### config.mk
export PLATFORM = sky130hd
export DESIGN_NAME = instr_sequencer
export DESIGN_NICKNAME = d
export VERILOG_FILES = /design/src/rtl/tinyalu_pkg.sv /design/src/rtl/seq_watchdog.sv /design/src/rtl/instr_sequencer.sv
export SDC_FILE = /design/constraint.sdc
export NUM_CORES = 1
export LEC_CHECK = 0
export ABC_AREA = 1
export CAP_MARGIN = 30
export CORE_ASPECT_RATIO = 0.75
export CORE_UTILIZATION = 35
export CTS_BUF_LIST = sky130_fd_sc_hd__clkbuf_4
export CTS_CLUSTER_SIZE = 24
export DETAILED_ROUTE_END_ITERATION = 10
export PLACE_DENSITY_LB_ADDON = 0.08
export SLEW_MARGIN = 20
export SYNTH_ARGS = -nofsm -noshare
export SYNTH_HDL_FRONTEND = slang
export SYNTH_SLANG_ARGS = --single-unit
export TNS_END_PERCENT = 1
### constraint.sdc
create_clock -name clk -period 2.13 [get_ports clk]
set_clock_uncertainty 0.2 [all_clocks]
set_input_delay 0.426 -clock clk [delete_from_list [all_inputs] [get_ports clk]]
set_output_delay 0.426 -clock clk [all_outputs]
set_load 0.005 [all_outputs]
### src/rtl/tinyalu_pkg.sv
// Shared definitions for the tinyalu instruction path: instruction word layout,
// opcode encoding and the sequencer state machine encoding.
package tinyalu_pkg;

  localparam int INSTR_W  = 19;
  localparam int OPC_HI   = 18;
  localparam int OPC_LO   = 15;
  localparam int ADDR_HI  = 14;
  localparam int ADDR_LO  = 1;
  localparam int RSEL_BIT = 0;

  typedef enum logic [3:0] {
    OP_NOP  = 4'h0,
    OP_ADD  = 4'h1,
    OP_AND  = 4'h2,
    OP_XOR  = 4'h3,
    OP_MUL  = 4'h4,
    OP_LD   = 4'h5,
    OP_ST   = 4'h6,
    OP_HALT = 4'hF
  } alu_opcode_t;

  typedef enum logic [2:0] {
    S_IDLE,
    S_FETCH,
    S_WAIT_RD,
    S_ISSUE,
    S_WAIT_DONE,
    S_ERROR
  } seq_state_t;

endpackage

### src/rtl/seq_watchdog.sv
// Saturating cycle counter guarding the wait for instruction completion.
// expired flags the cycle whose increment would make the count reach TIMEOUT.
module seq_watchdog #(
  parameter int TIMEOUT = 255
) (
  input  logic clk,
  input  logic reset,
  input  logic clear,
  input  logic enable,
  output logic expired
);

  localparam int CNT_W = $clog2(TIMEOUT + 1);

  logic [CNT_W-1:0] count;

  always_ff @(posedge clk) begin
    if (reset || clear) begin
      count <= '0;
    end else if (enable && (count != CNT_W'(TIMEOUT))) begin
      count <= count + CNT_W'(1);
    end
  end

  // Combinational so the sequencer can leave WAIT_DONE on the exact cycle
  assign expired = enable && (count == CNT_W'(TIMEOUT - 1));

endmodule

### src/rtl/instr_sequencer.sv
// Fetches a program from instruction memory one word at a time, hands each word
// to the instruction unit and waits for its completion before moving on.
module instr_sequencer
  import tinyalu_pkg::*;
#(
  parameter int PC_W    = 10,
  parameter int TIMEOUT = 255
) (
  input  logic                 clk,
  input  logic                 reset,
  input  logic                 go,
  input  logic [PC_W-1:0]      prog_len,
  output logic [PC_W-1:0]      imem_addr,
  output logic                 imem_rd,
  input  logic [INSTR_W-1:0]   imem_data,
  output logic                 issue,
  output logic [INSTR_W-1:0]   issue_instr,
  input  logic                 exec_done,
  output logic                 busy,
  output logic                 finished,
  output logic                 error,
  output logic [PC_W:0]        retired
);

  seq_state_t      state;
  logic [PC_W-1:0] pc;
  logic [PC_W-1:0] pc_inc;
  logic [PC_W-1:0] prog_len_q;
  logic            last_instr;
  logic            is_halt;
  logic            wd_expired;
  alu_opcode_t     cur_op;

  assign pc_inc     = pc + PC_W'(1);
  assign last_instr = ({1'b0, pc} + (PC_W+1)'(1)) == {1'b0, prog_len_q};
  assign cur_op     = alu_opcode_t'(issue_instr[OPC_HI:OPC_LO]);
  assign is_halt    = (cur_op == OP_HALT);

  seq_watchdog #(.TIMEOUT(TIMEOUT)) u_watchdog (
    .clk     (clk),
    .reset   (reset),
    .clear   (state == S_ISSUE),
    .enable  ((state == S_WAIT_DONE) && !exec_done),
    .expired (wd_expired)
  );

  always_ff @(posedge clk) begin
    if (reset) begin
      state       <= S_IDLE;
      pc          <= '0;
      prog_len_q  <= '0;
      imem_addr   <= '0;
      imem_rd     <= 1'b0;
      issue       <= 1'b0;
      issue_instr <= '0;
      busy        <= 1'b0;
      finished    <= 1'b0;
      error       <= 1'b0;
      retired     <= '0;
    end else begin
      finished <= 1'b0;
      imem_rd  <= 1'b0;
      issue    <= 1'b0;
      case (state)
        S_IDLE, S_ERROR: begin
          if (go) begin
            error   <= 1'b0;
            retired <= '0;
            if (prog_len != '0) begin
              state      <= S_FETCH;
              pc         <= '0;
              prog_len_q <= prog_len;
              imem_addr  <= '0;
              imem_rd    <= 1'b1;
              busy       <= 1'b1;
            end else begin
              // Empty program completes immediately without touching memory
              state    <= S_IDLE;
              finished <= 1'b1;
            end
          end
        end
        S_FETCH: begin
          state <= S_WAIT_RD;
        end
        S_WAIT_RD: begin
          issue_instr <= imem_data;
          issue       <= 1'b1;
          state       <= S_ISSUE;
        end
        S_ISSUE: begin
          state <= S_WAIT_DONE;
        end
        S_WAIT_DONE: begin
          // Completion beats the watchdog when both land on the same cycle
          if (exec_done) begin
            retired <= retired + (PC_W+1)'(1);
            if (last_instr || is_halt) begin
              state    <= S_IDLE;
              finished <= 1'b1;
              busy     <= 1'b0;
            end else begin
              pc        <= pc_inc;
              imem_addr <= pc_inc;
              imem_rd   <= 1'b1;
              state     <= S_FETCH;
            end
          end else if (wd_expired) begin
            state <= S_ERROR;
            error <= 1'b1;
            busy  <= 1'b0;
          end
        end
        default: begin
          state <= S_IDLE;
        end
      endcase
    end
  end

endmodule
Word level (Yosys, flattened, before mapping)
Index checks and enable logic that the tools add are counted.
{"block": "word_totals", "ram_bits": 0, "n_memories": 0, "romBits": 0, "latch_bits": 0, "wordCells": 83, "input_bits": 33, "register_bits": 66, "output_inout_bits": 45}
{"block": "classes", "n_bitwise": 0, "order_cmp": 0, "reduce_logical": 16, "addsub": 4, "n_mux": 35, "shift": 0, "n_eq_ne": 17, "div_mod_pow": 0, "mul": 0}
{"operator": "10-bit 2-to-1 mux", "n": 4}
{"operator": "11-bit 2-to-1 mux", "n": 2}
{"operator": "11-bit one-hot mux with 2 select lines", "n": 1}
{"operator": "10-bit one-hot mux with 2 select lines", "n": 1}
{"operator": "1-bit 2-to-1 mux", "n": 19}
{"operator": "3-bit one-hot mux with 5 select lines", "n": 1}
{"operator": "10-bit by 1-bit adder with 11-bit output, second input constant", "n": 1}
{"operator": "11-bit by 1-bit adder with 11-bit output, second input constant", "n": 1}
{"operator": "11-bit by 10-bit equality test with 1-bit output", "n": 1}
{"operator": "10-bit by 1-bit adder with 10-bit output, second input constant", "n": 1}
{"operator": "2-bit != test, second input constant", "n": 5}
{"operator": "5-bit AND reduction", "n": 2}
{"operator": "10-bit nonzero test", "n": 1}
{"operator": "3-bit 2-to-1 mux", "n": 3}
{"operator": "8-bit by 1-bit adder with 8-bit output, second input constant", "n": 1}
{"operator": "8-bit equality test, second input constant", "n": 1}
{"operator": "8-bit != test, second input constant", "n": 1}
{"operator": "1-bit one-hot mux with 2 select lines", "n": 4}
{"operator": "3-bit by 2-bit equality test with 1-bit output, second input constant", "n": 2}
{"operator": "3-bit equality test, second input constant", "n": 2}
{"operator": "3-bit by 2-bit != test with 1-bit output, second input constant", "n": 2}
{"operator": "3-bit AND reduction", "n": 2}
{"operator": "4-bit equality test, second input constant", "n": 1}
{"operator": "4-bit AND reduction", "n": 1}
{"operator": "9 further kinds", "n": 12}

Depth between registers and ports, before layout
Gate-level depths: netlist of run 1.
{"block": "depth", "depth_word": 6, "depth_mapped": 15, "mapped_depth_nobuf": 15}

Hierarchy
Synthesis of run 1 repeated with hierarchy kept, for this count alone.
{"block": "hier_totals", "cells_unflattened": 480, "area_unflattened_um2": 3256.9}
{"mod": "instr_sequencer", "area_per_inst_um2": 2810.2, "n_inst": 1, "seq_area_each_um2": 1161.1, "cells_per_inst": 415}
{"mod": "seq_watchdog", "area_per_inst_um2": 446.7, "n_inst": 1, "seq_area_each_um2": 160.2, "cells_per_inst": 65}

Least setup slack after synthesis of run 1
No wires, ideal clock.
{"block": "synth_timing", "kind": "reg-to-reg", "from": "register pc[0]", "to": "register pc[2]", "setup_slack_ns": 0.129, "n_path_buf": 1, "synth_period_minus_slack_ns": 2.001, "stages_incl_launch_ff": 15, "arrival_time_ns": 1.730, "t_required_ns": 1.860, "setup_time_ns": 0.070, "path_cell_list": "dfxtp_1 ha_1 nand2_2 nor2_4 nand2_1 nand3_1 nand2_1 nor2_1 nand2_1 nor2_2 nand3_2 nand3_2 buf_6 nand3_1 a21oi_1"}
{"block": "synth_between", "elab_chain_cells": 5, "elab_cells_between_ends": 9, "cone_classes": "add/sub (2); eq/ne (2); mux (3); reduce/logical (2)"}
{"element": "from (decl)", "line": "instr_sequencer.sv:26", "rtl": "logic [PC_W-1:0] pc;"}
{"element": "from (signal assigned)", "line": "instr_sequencer.sv:103", "rtl": "pc <= pc_inc;"}
{"element": "10-bit by 1-bit adder with 11-bit output", "line": "instr_sequencer.sv:35", "rtl": "assign last_instr = ({1'b0, pc} + (PC_W+1)'(1)) == {1'b0, prog_len_q};"}
{"element": "11-bit by 10-bit equality test with 1-bit output", "line": "instr_sequencer.sv:35"}
{"element": "1-bit logical OR", "line": "instr_sequencer.sv:98", "rtl": "if (last_instr || is_halt) begin"}
{"element": "2-bit != test (no source line)"}
{"element": "5-bit AND reduction (no source line)"}
Several ways; a longest one is shown, not always the timed one. The select of a mux whose other input is x is not followed.
A chain may end at the register's enable or synchronous reset.

Worst setup path in the final report of run 1
Ends and elaborated chain as after synthesis.

==> impl_metrics.toml, run 1 <==
[status]
status = "finished with violations"
violations = "DRC, setup timing"

[yosys]
ys_warn_count = 0
syn_nets = 489
synth_area_per_cell_sq_um = 6.91
synth_seq_cells = 66
syn_area_sq_um = 3120
yosysTopAreaCellShare_pct = 42.3
seq_area_frac_synth_pct = 42.3
synth.distinct_cells = 32
synthCells = 452
yosys.area.top_type = "dfxtp_1"
synth_area_leaders = "dfxtp_1, nand2_1, nor2_1, a21oi_1, inv_1"

[detailed_routing]
wire_per_inst_microns = 13.0
routed_wl_microns = 9000
firstDrtPassIters = 8
via_per_inst = 4.83
vias = 3337
drtIter0Drc = 177
ant_nets = 0
remaining_drc_errors = 6

[power]
power_per_cell_area_nw_per_um2 = 863
p_leak_nw = 1.92
ir_worst_vdd_v = 0.000398
finalPower_mw = 4.00

[sta]
slew_viol_final = 0
setup_ws_ns = -0.0468
finalHoldViolCount = 0
slew_headroom_pct = 57.2
worst_pin_slew_ns = 0.641
rsz0062_at_grt = "yes"
finalCriticalPeriod_ns = 2.18
finalCritPeriodShare_pct = 102
finalSetupViolCount = 11
max_freq_mhz = 459
finalSetupTns_ns = -0.390

[worst_setup_path]
path_cells = "ha_4, inv_1, nand2_1, nand2_1, nor2_1, nand3_1, nor2_2, nand3_1, nor2_1, nand3_2, nand3_4, buf_6, nand3_2, a21oi_2"
start_kind = "flop"
path_max_fanout = 5
worstPathArrival_ns = 2.32
worst_path_max_delay_cell = "dfxtp_2"
end_kind = "flop"
required_ns = 2.28
crit_path_max_incr_delay_ns = 0.35
critical_path_class = "reg2reg"

[floorplanning]
fp.dieW_microns = 111
initial_core_util_pct = 36.5
core_sq_um = 8560
rows = 29
die_y_microns = 83.8
ios = 78
dieArea_sq_um = 9300

[cells_and_area]
nets = 615
antenna_cells = 0
fillers = 839
post-route-cell-area_sq_um = 4630
drive_gt1_share_pct = 17.3
layout_commonest_cell = "nand2_1"
syn_to_final_growth_pct = 48.4
mostFrequentLayoutCells = "nand2_1, clkdlybuf4s50_1, nor2_1"

[cts]
cts_tree = "built"
cts-buffers-inserted = 9
clock_sinks = 66
insertion_delay_ns = 0.42
clockBufferDepth = 2
cts_max_level = 3
clockRootBuffer = "clkbuf_4"
cts.reportedPaths.clkPinSlew_ns = 0.11

[global_route]
grt_overflow = 0
grt_usage_pct = 21.1
grt_pass1_vias = 3241
grt_max_degree = 22
grt_antenna_before_repair = 0
grt_pass1_wl_microns = 15400

[placed_design]
postPlaceCellArea_sq_um = 4360
post-place-ws_ns = -0.269
io_buffers = 77
dp_hpwl_microns = 6680
gp_congestion = 0.832

[job]
cap_violations = 0

[min_path]
min_path_type = "reg2reg"
==> cells in the mapped netlist, drive strengths merged <==
cell type	n
a211oi	2
a21oi	40
a31oi	1
and3	1
buf	2
clkbuf	14
dfxtp	66
ha	4
inv	51
nand2	82
nand3	35
nand3b	3
nand4	15
nor2	77
nor3	11
nor3b	1
nor4	2
o211ai	1
o21a	1
o21ai	39
o31ai	1
xnor3	1
xor2	2
==> final cells by class <==
class / instances / area, sq um / area share, %
clock buffers: 12 / 90.1 / 1.94
clock inverters: 4 / 42.5 / 0.918
inverters: 51 / 191 / 4.13
multi-input cells: 319 / 1630 / 35.2
flip-flops and latches: 66 / 1340 / 28.9
well taps: 108 / 135 / 2.92
repair buffers: 131 / 1200 / 26.0
==> power breakdown <==
group          internal (mW)  switching, mW
clock                  0.389          0.441
combinational          0.760          0.820
sequential              1.45          0.134
==> registers in the layout, summed over array words and instances (netlist names) <==
register / cells
state: 3
issue: 1
retired: 11
pc: 10
imem_rd: 1
busy: 1
u_watchdog.count: 8
prog_len_q: 10
finished: 1
issue_instr: 19
error: 1
==> per-stage QoR <==
stage	std cells	hold WS, ns	utilization, %
after floorplan	452	0.241	-
after CTS	689	0.267	53.0
final	691	0.268	54.1
after detailed placement	672	0.251	50.9
after global placement	672	0.247	50.9
after global routing	691	0.302	54.1
==> timing repair <==
item / in CTS / in global routing
gates cloned: 0 / 0
pin swaps: 4 / 6
resized for setup: 13 / 22
buffers inserted: 1 / 2
endpoints found under the setup margin: 14 / 24
hold buffers: 0 / 0
hold endpoints to repair: 0 / 0
==> logic make-up after synthesis <==
logic type / synth area share, %
flip-flops: 42.3
buffers and inverters: 8.34
AO/OA/AOI/OAI: 14.2
XOR/XNOR: 1.28
adder cells (fa/ha/maj): 1.60
AND/OR/NAND/NOR: 32.3
==> worst paths after layout <==
check	startpoint	endpoint	slack [ns]	cells past startpoint
worst min-delay path	busy	busy	0.27	2
worst min register to register	busy	busy	0.27	2
worst max register to register	pc[0]	pc[2]	-0.05	14
worst max-delay path	pc[0]	pc[2]	-0.05	14
==> worst max-delay path: cells and delay by family (launching register included) <==
family,cells,cell delay (ns)
buffers and inverters,2,0.17
AND/OR/NAND/NOR,10,0.98
flip-flops,1,0.35
AO/OA/AOI/OAI,1,0.12
adder cells (fa/ha/maj),1,0.27
==> metal layers <==
| metal | wire length [microns] | up-vias | GRT usage [%] |
|---|---|---|---|
| met1 | 4630 | 1495 | 28.4 |
| met5 | 0 | - | 0 |
| met2 | 3770 | 88 | 32.1 |
| met4 | 90 | 0 | 6.27 |
| li1 | - | 1745 | - |
| met3 | 514 | 9 | 6.75 |
No activity file was read; power rests on OpenSTA's default activity.
==> run 2, diff against run 1 <==
--- a/config.mk
+++ b/config.mk
@@ -6,6 +6,7 @@
 export NUM_CORES = 1
 export LEC_CHECK = 0
 export ABC_AREA = 1
+export ABC_CLOCK_PERIOD_IN_PS = 2130
 export CAP_MARGIN = 30
 export CORE_ASPECT_RATIO = 0.75
 export CORE_UTILIZATION = 35
==> results of run 2 <==
The final DEF is identical to that of run 1; final timing and power are the same.
==> run 3, diff against run 2 <==
--- a/config.mk
+++ b/config.mk
@@ -7,7 +7,6 @@
 export LEC_CHECK = 0
 export ABC_AREA = 1
 export ABC_CLOCK_PERIOD_IN_PS = 2130
-export CAP_MARGIN = 30
 export CORE_ASPECT_RATIO = 0.75
 export CORE_UTILIZATION = 35
 export CTS_BUF_LIST = sky130_fd_sc_hd__clkbuf_4
==> results of run 3 <==
The final DEF is identical to that of run 1; final timing and power are the same.
